$ cat src/rtl/ad7226_pkg.sv
// Shared types and constants for the AD7226 serial reader.
package ad7226_pkg;

  // Reader FSM states; encoding is exposed on the debug port.
  typedef enum logic [2:0] {
    ST_IDLE  = 3'd0,
    ST_SETUP = 3'd1,
    ST_LOW   = 3'd2,
    ST_HIGH  = 3'd3,
    ST_DONE  = 3'd4,
    ST_QUIET = 3'd5
  } state_e;

  localparam int FRAME_BITS   = 16;
  localparam int DATA_MSB_IDX = 2;
  localparam int DATA_W       = 12;

  // Frame bits 0,1,14,15 are pads. Bit 0 ends up in shift[15], so the pads
  // sit at shift positions 15,14,1,0.
  localparam logic [FRAME_BITS-1:0] PAD_MASK = 16'hC003;

  // Sample field of a fully shifted frame: frame bits 2..13 = shift[13:2].
  function automatic logic [DATA_W-1:0] frame_data(input logic [FRAME_BITS-1:0] sh);
    return sh[FRAME_BITS-1-DATA_MSB_IDX -: DATA_W];
  endfunction

  // Any pad bit set marks the frame as suspect.
  function automatic logic frame_err(input logic [FRAME_BITS-1:0] sh);
    return |(sh & PAD_MASK);
  endfunction

  // Chip-select is asserted only while bits are being clocked.
  function automatic logic frame_active(input state_e s);
    return (s == ST_SETUP) || (s == ST_LOW) || (s == ST_HIGH);
  endfunction

endpackage

$ cat src/rtl/ad7226_tick.sv
// Phase divider: counts 0..CLK_DIV-1 and flags the last cycle of a phase.
module ad7226_tick #(
  parameter int CLK_DIV = 4
) (
  input  logic clk_sys,
  input  logic rst,
  input  logic clr,
  output logic tick
);

  localparam int            CW   = (CLK_DIV > 1) ? $clog2(CLK_DIV) : 1;
  localparam logic [CW-1:0] LAST = CW'(CLK_DIV - 1);

  logic [CW-1:0] cnt;

  // Count within a phase; restart whenever the FSM changes state.
  always_ff @(posedge clk_sys) begin
    if (rst || clr || (cnt == LAST)) begin
      cnt <= '0;
    end else begin
      cnt <= cnt + CW'(1);
    end
  end

  assign tick = (cnt == LAST);

endmodule

$ cat src/rtl/ad7226_rd.sv
// AD7226 serial frame reader: drives cs_n/sclk, shifts in a 16-bit frame,
// and presents the 12-bit sample with a one-cycle valid strobe.
//
// Interface semantics: start is a level request sampled only in IDLE; while
// busy=1 it is ignored (never queued). vld is a single-cycle push with no
// back-pressure: data/err change only in the vld cycle and hold until the
// next one.
module ad7226_rd
  import ad7226_pkg::*;
#(
  parameter int CLK_DIV = 4,
  parameter int QUIET   = 8
) (
  input  logic              clk_sys,
  input  logic              rst,
  input  logic              start,
  input  logic              sdata,
  output logic              cs_n,
  output logic              sclk,
  output logic              busy,
  output logic [DATA_W-1:0] data,
  output logic              vld,
  output logic              err,
  output state_e            dbg_state
);

  // Quiet counter covers QUIET-1 cycles after DONE (values 0..QUIET-2).
  localparam int            QW     = (QUIET > 2) ? $clog2(QUIET - 1) : 1;
  localparam logic [QW-1:0] Q_LAST = QW'((QUIET > 1) ? QUIET - 2 : 0);

  state_e                state;
  state_e                state_nx;
  logic                  tick;
  logic                  div_clr;
  logic                  sample;
  logic                  frame_end;
  logic [3:0]            bit_cnt;
  logic [FRAME_BITS-1:0] shreg;
  logic [QW-1:0]         q_cnt;

  ad7226_tick #(
    .CLK_DIV (CLK_DIV)
  ) u_tick (
    .clk_sys (clk_sys),
    .rst     (rst),
    .clr     (div_clr),
    .tick    (tick)
  );

  // State register.
  always_ff @(posedge clk_sys) begin
    if (rst) begin
      state <= ST_IDLE;
    end else begin
      state <= state_nx;
    end
  end

  // Next-state and per-cycle strobes. The bit counter wraps to 0 after the
  // 16th sample, so a HIGH phase ending with bit_cnt==0 is the last one.
  always_comb begin
    state_nx  = state;
    sample    = 1'b0;
    frame_end = 1'b0;
    case (state)
      ST_IDLE: begin
        if (start) state_nx = ST_SETUP;
      end
      ST_SETUP: begin
        if (tick) begin
          sample   = 1'b1;
          state_nx = ST_LOW;
        end
      end
      ST_LOW: begin
        if (tick) state_nx = ST_HIGH;
      end
      ST_HIGH: begin
        if (tick) begin
          if (bit_cnt == 4'd0) begin
            frame_end = 1'b1;
            state_nx  = ST_DONE;
          end else begin
            sample   = 1'b1;
            state_nx = ST_LOW;
          end
        end
      end
      ST_DONE: begin
        state_nx = (QUIET > 1) ? ST_QUIET : ST_IDLE;
      end
      ST_QUIET: begin
        if (q_cnt == Q_LAST) state_nx = ST_IDLE;
      end
      default: begin
        state_nx = ST_IDLE;
      end
    endcase
  end

  // Divider restarts on every state change so each phase is CLK_DIV long.
  always_comb begin
    div_clr = 1'b0;
    if (state_nx != state) div_clr = 1'b1;
  end

  // Bit counter: one increment per captured bit, held at 0 while idle.
  always_ff @(posedge clk_sys) begin
    if (rst || (state == ST_IDLE)) begin
      bit_cnt <= 4'd0;
    end else if (sample) begin
      bit_cnt <= bit_cnt + 4'd1;
    end
  end

  // Shift register: MSB-first frame, new bit enters at the LSB.
  always_ff @(posedge clk_sys) begin
    if (rst) begin
      shreg <= '0;
    end else if (sample) begin
      shreg <= {shreg[FRAME_BITS-2:0], sdata};
    end
  end

  // Quiet-gap counter runs only while in QUIET.
  always_ff @(posedge clk_sys) begin
    if (rst || (state != ST_QUIET)) begin
      q_cnt <= '0;
    end else begin
      q_cnt <= q_cnt + QW'(1);
    end
  end

  // Pin and status registers follow the next state, giving glitch-free pins
  // that change in the same cycle the state does.
  always_ff @(posedge clk_sys) begin
    if (rst) begin
      cs_n <= 1'b1;
      sclk <= 1'b1;
      busy <= 1'b0;
    end else begin
      cs_n <= !frame_active(state_nx);
      sclk <= (state_nx != ST_LOW);
      busy <= (state_nx != ST_IDLE);
    end
  end

  // Result registers: loaded as the FSM enters DONE so vld coincides with
  // cs_n returning high; a frame cut short by reset never reaches here.
  always_ff @(posedge clk_sys) begin
    if (rst) begin
      data <= '0;
      err  <= 1'b0;
      vld  <= 1'b0;
    end else begin
      vld <= frame_end;
      if (frame_end) begin
        data <= frame_data(shreg);
        err  <= frame_err(shreg);
      end
    end
  end

  assign dbg_state = state;

endmodule

$ cat config.mk
export PLATFORM = sky130hd
export DESIGN_NAME = ad7226_rd
export DESIGN_NICKNAME = d
export VERILOG_FILES = /design/src/rtl/ad7226_pkg.sv /design/src/rtl/ad7226_tick.sv /design/src/rtl/ad7226_rd.sv
export SDC_FILE = /design/constraint.sdc
export NUM_CORES = 1
export LEC_CHECK = 0
export ABC_CLOCK_PERIOD_IN_PS = 2200
export CORE_ASPECT_RATIO = 1.4
export CORE_UTILIZATION = 53
export DETAILED_ROUTE_END_ITERATION = 12
export MAX_ROUTING_LAYER = met4
export PLACE_DENSITY_LB_ADDON = 0.12
export SETUP_SLACK_MARGIN = 0.1
export SYNTH_ARGS = -nofsm -noshare
export SYNTH_HDL_FRONTEND = slang
export SYNTH_SLANG_ARGS = --single-unit
$ cat constraint.sdc
create_clock -name clk_sys -period 2.2 [get_ports clk_sys]
set_clock_uncertainty 0.2 [all_clocks]
set_input_delay 0.44 -clock clk_sys [delete_from_list [all_inputs] [get_ports clk_sys]]
set_output_delay 0.44 -clock clk_sys [all_outputs]
set_load 0.01 [all_outputs]
# Word level (Yosys, flattened, before mapping)
# Index checks and enable logic that the tools add are counted.
[word_totals]
out_inout_bits = 20
in_bits = 4
word_cells = 53
regBits = 45
[classes]
addsub = 3
n_eq_ne = 13
n_reduce_logical = 11
muxes = 15
[op_table]
columns = ["op", "count"]
rows = [
  ["2-to-1 mux 3 bit", 6],
  ["one-hot mux 3 bit (6 select lines)", 1],
  ["equality test 3 x 2 -> 1 bit (second input constant)", 4],
  ["equality test 3 bit (second input constant)", 3],
  ["2-to-1 mux 1 bit", 7],
  ["equality test 3 x 1 -> 1 bit (second input constant)", 2],
  ["logical OR 1 bit", 6],
  ["adder 4 x 1 -> 4 bit (second input constant)", 1],
  ["zero test 4 bit", 1],
  ["OR reduction 4 bit", 1],
  ["adder 3 x 1 -> 3 bit (second input constant)", 1],
  ["zero test 3 bit", 1],
  ["inequality test 3 x 2 -> 1 bit (second input constant)", 1],
  ["inequality test 3 bit", 1],
  ["inequality test 3 bit (second input constant)", 1],
  ["nonzero test 3 bit", 1],
  ["adder 2 x 1 -> 2 bit (second input constant)", 1],
  ["equality test 2 bit (second input constant)", 1],
  ["one-hot mux 1 bit (2 select lines)", 1],
  ["zero test 1 bit", 1],
]

# Depth between registers and ports, before layout
# Gate-level depths: netlist of the first run.
[depth]
depth_word = 8
ltp_mapped = 7
depth_no_buf = 5

# By module
# A second synthesis of the first run with hierarchy kept.
[hier_totals]
hier_cells = 211
area_unflattened_um2 = 1826.8
[by_module_without_submodules]
columns = ["mod", "seq_area_each_um2", "cells_each", "n_inst", "area_each_um2"]
rows = [
  ["ad7226_rd", 860.8, 206, 1, 1746.7],
  ["ad7226_tick", 40.0, 5, 1, 80.1],
]

# Worst setup path before layout of the first run
# Ideal clock, no wire load.
[synth_timing]
path_kind = "register to register"
startpoint = "reg bit_cnt[0]"
endpoint = "reg bit_cnt[2]"
arrival_time_ps = 1509
path_slack_ps = 421
synth_period_minus_slack_ps = 1779
path_buffers = 1
setup_time_ps = 70
path_stages_with_launch = 7
required_time_ps = 1930
path_cell_list = "dfxtp_1 > inv_1 > ha_1 > and4bb_4 > buf_6 > or4_1 > a21oi_1"
[synth_via]
elab_chain_cells = 4
word_cells_on_any_way = 5
classes_between = "add/sub (1); mux (3); reduce/logical (1)"
[synth_rtl]
columns = ["element", "line_no", "rtl"]
rows = [
  ["start, declared", "ad7226_rd.sv:37", "logic [3:0] bit_cnt;"],
  ["start signal, assigned", "ad7226_rd.sv:112", "bit_cnt <= bit_cnt + 4'd1;"],
  ["zero test 4 bit", "ad7226_rd.sv:80", "if (bit_cnt == 4'd0) begin"],
  ["2-to-1 mux 1 bit", "ad7226_rd.sv:80", ""],
  ["2-to-1 mux 1 bit", "ad7226_rd.sv:79", "if (tick) begin"],
  ["one-hot mux 1 bit (2 select lines)", "ad7226_rd.sv:65", "case (state)"],
]
# Several ways; a longest one is shown, not always the timed one.
# A chain may end at the register's enable or synchronous reset.

# Final worst setup path of the first run
[layout_timing]
startpoint = "reg state[2], in the netlist dbg_state[2]"
endpoint = "out dbg_state[2]"
[layout_lines]
columns = ["element", "line_no", "rtl"]
rows = [
  ["start, declared", "ad7226_rd.sv:31", "state_e state;"],
  ["start signal, assigned", "ad7226_rd.sv:55", "state <= state_nx;"],
  ["end, declared", "ad7226_rd.sv:24", "output state_e dbg_state"],
]
# No word-level cell between the ends.

==> reports/results.ini, run 1 <==
[yosys]
synth_ff_type=dfxtp_1
yosysUniqueCellTypes=34
ys_seq_area_frac=0.498
syn_area_per_cell_um2=9.88
synth-async-reset-ratio=0
ys_seq_elements=45
syn-cell-area_um2=1810
synth_nets=192
synth_edf_count=0
synthCells=183
ys_warn_count=0

[critical_path]
r2r_slack_ns=0.34
reg2reg_depth=5
worstPathArrival_ns=1.32
crit_buf_inv=1
end_kind=output pin
crit_family=buffers and inverters
required_ns=1.56
crit_path_max_incr_delay_ns=0.57
crit_fanout=12
critPathKind=register to output pin
cp_num_cells=1
crit_slowest_cell=clkdlybuf4s50_1
startpoint_type=register
crit_chain=clkdlybuf4s50_1

[detailed_routing]
vias=1398
wl_um=3530
ant_nets=0
via_per_inst=5.66
drc=0
wl_per_cell_um=14.3
dr.pass1.iters=4
drt_iter0_drc=26

[clock_tree]
cts_hold_buf=0
htree_levels=2
path_clk_slew_ns=0.08
clock_latency_ns=0.30
clock_path_buffers=2
cts_sinks=45
postCtsSetupRepairBufs=0
cts_tree=yes
cts_root_buf=clkbuf_8
numCtsBuffers=5

[power]
p_leak_nw=0.765
ir_drop_mv=0.498
power.density_nw_per_um2=660

[sta]
finalCriticalPeriod_ns=1.96
finalMaxSlewViolations=0
finalHoldViolations=0
worstMarginPinSlew_ns=0.477
tns_ns=0
period_share=0.890
setup_viol=0
fmax_ghz=0.511
maxSlewHeadroom=0.679
rsz0062_at_grt=no

[floorplanning]
coreArea_um2=3180
die_w_um=51.4
io-pin-count=24
dieHeight_um=71.1
dieArea_um2=3650
initial_core_util=0.568
num_rows=24

[final_layout]
syn2layout_area_growth_pct=20.3
final_area_um2=2180
final_cells=247
final_common_cell=dfxtp_1
final_net_count=216
n_antenna_cell=0
seq_area_um2=903
layout-drive-gt1-share=0.168
nFillCells=262
finish.utilization=0.684
layout_common_cells=43 x dfxtp_1, 23 x clkdlybuf4s50_1, 14 x nor3_1
multi_input_area_um2=806

[grt]
track_usage=0.218
grt_max_degree=19
overflow=0
grt_pass1_wl_um=5820
antenna_found_initial=0
grt_pass1_vias=1344

[placement]
dp_hpwl_um=2470
io_buffer_count=23
placedCellCount=239
place_area_um2=2070
globalplace.congestion=0.789

[min_path]
min_path_cells=1
min_path_type=register to register

[run_status]
status=complete, no violations

[run]
maxCapViolations=0

==> through the flow <==
stage | power [mW] | setup slack [ns] | hold WS, ns
after floorplan | 0.888 | 0.421 | 0.217
final | 1.44 | 0.242 | 0.272
after global routing | 1.49 | 0.191 | 0.310
after global placement | 0.910 | 0.191 | 0.226
after CTS | 1.45 | 0.132 | 0.286
after detailed placement | 0.912 | 0.148 | 0.274
==> worst register-to-register path, delay by kind of cell (launching register included) <==
| kind | cells | cell delay, ns |
|---|---|---|
| AO/OA/AOI/OAI | 2 | 0.62 |
| flip-flops | 1 | 0.38 |
| AND/OR/NAND/NOR | 1 | 0.27 |
| adder cells (fa/ha/maj) | 1 | 0.23 |
| buffers and inverters | 1 | 0.07 |
==> registers in the layout, summed over array words and instances, names as in the netlist <==
signal      count
bit_cnt         4
busy            1
cs_n            1
data           12
dbg_state       3
err             1
q_cnt           3
sclk            1
shreg          16
u_tick.cnt      2
vld             1
==> power breakdown <==
part | internal [mW] | switching [mW] | leakage [nW]
clock network | 0.284 | 0.258 | 0.0542
registers | 0.822 | 0.00620 | 0.364
logic | 0.0323 | 0.0331 | 0.346
total | 1.14 | 0.297 | 0.765
==> Yosys cell counts (2+ instances only) <==
master,instances,share of area
a211oi_1,3,0.012
a21oi_1,12,0.033
a31o_2,12,0.058
buf_2,6,0.017
buf_6,2,0.012
clkbuf_1,5,0.010
dfxtp_1,45,0.50
ha_1,5,0.035
inv_1,5,0.010
mux2i_1,12,0.066
nand2_1,3,0.0062
nand2b_1,12,0.042
nand3_1,9,0.025
nand3b_1,2,0.0083
nor2_1,8,0.017
nor3_1,14,0.039
o21ai_0,9,0.025
or3_1,3,0.010
==> cell type report <==
| cell class | instances | area share |
|---|---|---|
| Clock inverter | 1 | 0.00230 |
| Sequential cell | 45 | 0.415 |
| Clock buffer | 7 | 0.0443 |
| Timing Repair Buffer | 32 | 0.137 |
| Multi-Input combinational cell | 118 | 0.370 |
| Tap cell | 39 | 0.0224 |
| Inverter | 5 | 0.00863 |
==> cells by family (layout without fill, tap and decap cells) <==
kind of cell	count (synthesis)	count (layout)	synth area share
xor gates and xnor gates	1	1	0.00485
buffers and inverters	20	45	0.0561
DFF	45	45	0.498
adders and majority gates	5	5	0.0346
muxes	12	12	0.0664
AOI/OAI and AO/OA	41	41	0.155
and+or+nand+nor	59	59	0.185
==> routing by layer <==
metal  wire [um]  track usage
met2        1880        0.368
met4          64       0.0931
met3         131       0.0602
met1        1460        0.234
met5           0            -
==> worst paths after layout <==
path | end | start
worst min-delay path | q_cnt[0] | q_cnt[0]
worst max register to register | cs_n | bit_cnt[0]
worst min register to register | q_cnt[0] | q_cnt[0]
worst max-delay path | dbg_state[2] | dbg_state[2]
==> repair_timing <==
item / 4_1_cts / 5_1_grt
setup endpoints to repair: 1 / 1
cloned: 0 / 0
gates resized for setup: 1 / 1
Power figures use the tool's default switching activity.
==> run 2: changes to the inputs <==
- ABC_CLOCK_PERIOD_IN_PS: 2200 -> 1700
- CORE_UTILIZATION: 53 -> 48
- RECOVER_POWER: not set -> 25
- clock period: 2.2 -> 1.7 ns (I/O delays scaled with it)
==> reports/results.ini, run 2 (synthesis gave the netlist of run 1 again) <==
[min_path]
min_path_type=register to register
hp-start=q_cnt[0]

[critical_path]
r2r-start=bit_cnt[0]
startpoint_type=input port
critPathKind=input port to register
worstPathArrival_ns=1.69
required_ns=1.70
crit_fanout=23
r2r_slack_ns=0.009
crit_start=rst
end_kind=register

[final_layout]
final_area_um2=2640
reg_top3=shreg: 16 flops, data: 12 flops, bit_cnt: 4 flops
largest_reg_flops=16
nFillCells=256
final_common_cell=dfxtp_1
finish.utilization=0.731
largest_register=shreg
layout_common_cells=38 x dfxtp_1, 27 x buf_4, 20 x dlygate4sd2_1, 12 x nand2b_1, 11 x mux2i_1
layout-drive-gt1-share=0.402
final_cells=276
final_net_count=242
n_antenna_cell=0
seq_area_um2=912
multi_input_area_um2=1040
syn2layout_area_growth_pct=46.0

[clock_tree]
cts_root_buf=clkbuf_8
htree_levels=2
cts_tree=yes
clock_path_buffers=2
path_clk_slew_ns=0.08
numCtsBuffers=5
cts_sinks=45
clock_latency_ns=0.30

[sta]
finalCriticalPeriod_ns=1.69
fmax_ghz=0.592
tns_ns=0
finalMaxSlewViolations=0
setup_viol=0
finalHoldViolations=0
rsz0062_at_grt=yes
period_share=0.994
maxSlewHeadroom=0.572
worstMarginPinSlew_ns=0.637

[placement]
globalplace.congestion=0.749
dp_hpwl_um=2650
io_buffer_count=23
place_area_um2=2270
placedCellCount=257

[detailed_routing]
via_per_inst=5.47
dr.pass1.iters=5
drt_iter0_drc=34
drc=0
wl_per_cell_um=15.1
ant_nets=0
vias=1509
wl_um=4180

[grt]
grt_pass1_wl_um=6070
grt_max_degree=24
grt_pass1_vias=1375
overflow=0
track_usage=0.219
antenna_found_initial=0

[power]
power.density_nw_per_um2=722
ir_drop_mv=0.804
power_mw=1.91
p_comb_frac=0.061
clockPowerShare=0.376
switchingPower_mw=0.415
seq_power_share=0.563
p_leak_nw=1.09
p_sw_frac=0.218
p_int_mw=1.49

[floorplanning]
dieHeight_um=74.6
num_rows=26
dieArea_um2=4020
io-pin-count=24
die_w_um=53.9
initial_core_util=0.501
coreArea_um2=3610

[run_status]
status=complete, no violations

[run]
maxCapViolations=0

[run 2: critical path, cell delays in order]
cell and delay (ns):
dlygate4sd3_1 0.58, buf_12 0.17, or3_1 0.39, o21ba_4 0.21
[run 2: what timing repair did]
item | CTS | global route
endpoints found under the setup margin | 54 | 35
pin swaps | 3 | 7
resized for setup | 40 | 30
buffers inserted | 6 | 3
gates cloned | 1 | 1
hold buffers | 0 | 0
[run 2: stage by stage]
| stage | hold WS [ns] | worst slack (ns) |
|---|---|---|
| after floorplan | 0.217 | 0.0168 |
| after global placement | 0.224 | -0.127 |
| after detailed placement | 0.249 | -0.157 |
| after CTS | 0.265 | 0.0566 |
| after global routing | 0.292 | -0.0252 |
| final | 0.258 | 0.00941 |
[run 2: final cells by class]
type	instances	share of cell area
Timing Repair Buffer	57	0.194
Clock inverter	1	0.00190
Clock buffer	7	0.0365
Inverter	5	0.00711
Sequential cell	45	0.346
Multi-Input combinational cell	119	0.395
Tap cell	42	0.0199
[run 2: path summary, 6_finish.rpt]
path / cells after the start / endpoint
min: 1 / q_cnt[0]
max: 4 / cs_n
max reg2reg: 5 / cs_n
min reg2reg: 1 / q_cnt[0]
[run 2: power groups by stage]
| stage | clock [mW] | combinational (mW) | sequential, mW |
|---|---|---|---|
| after floorplan | 0 | 0.0566 | 1.10 |
| after global placement | 0 | 0.0990 | 1.10 |
| after detailed placement | 0 | 0.102 | 1.10 |
| after CTS | 0.732 | 0.107 | 1.07 |
| after global routing | 0.781 | 0.123 | 1.07 |
| final | 0.717 | 0.116 | 1.07 |
[run 2: routing by layer]
metal,GRT usage,wire (um),vias to the layer above
li1,-,-,752
met2,0.380,2260,34
met1,0.230,1720,718
met3,0.0545,145,5
met5,-,0,-
met4,0.0906,55,0
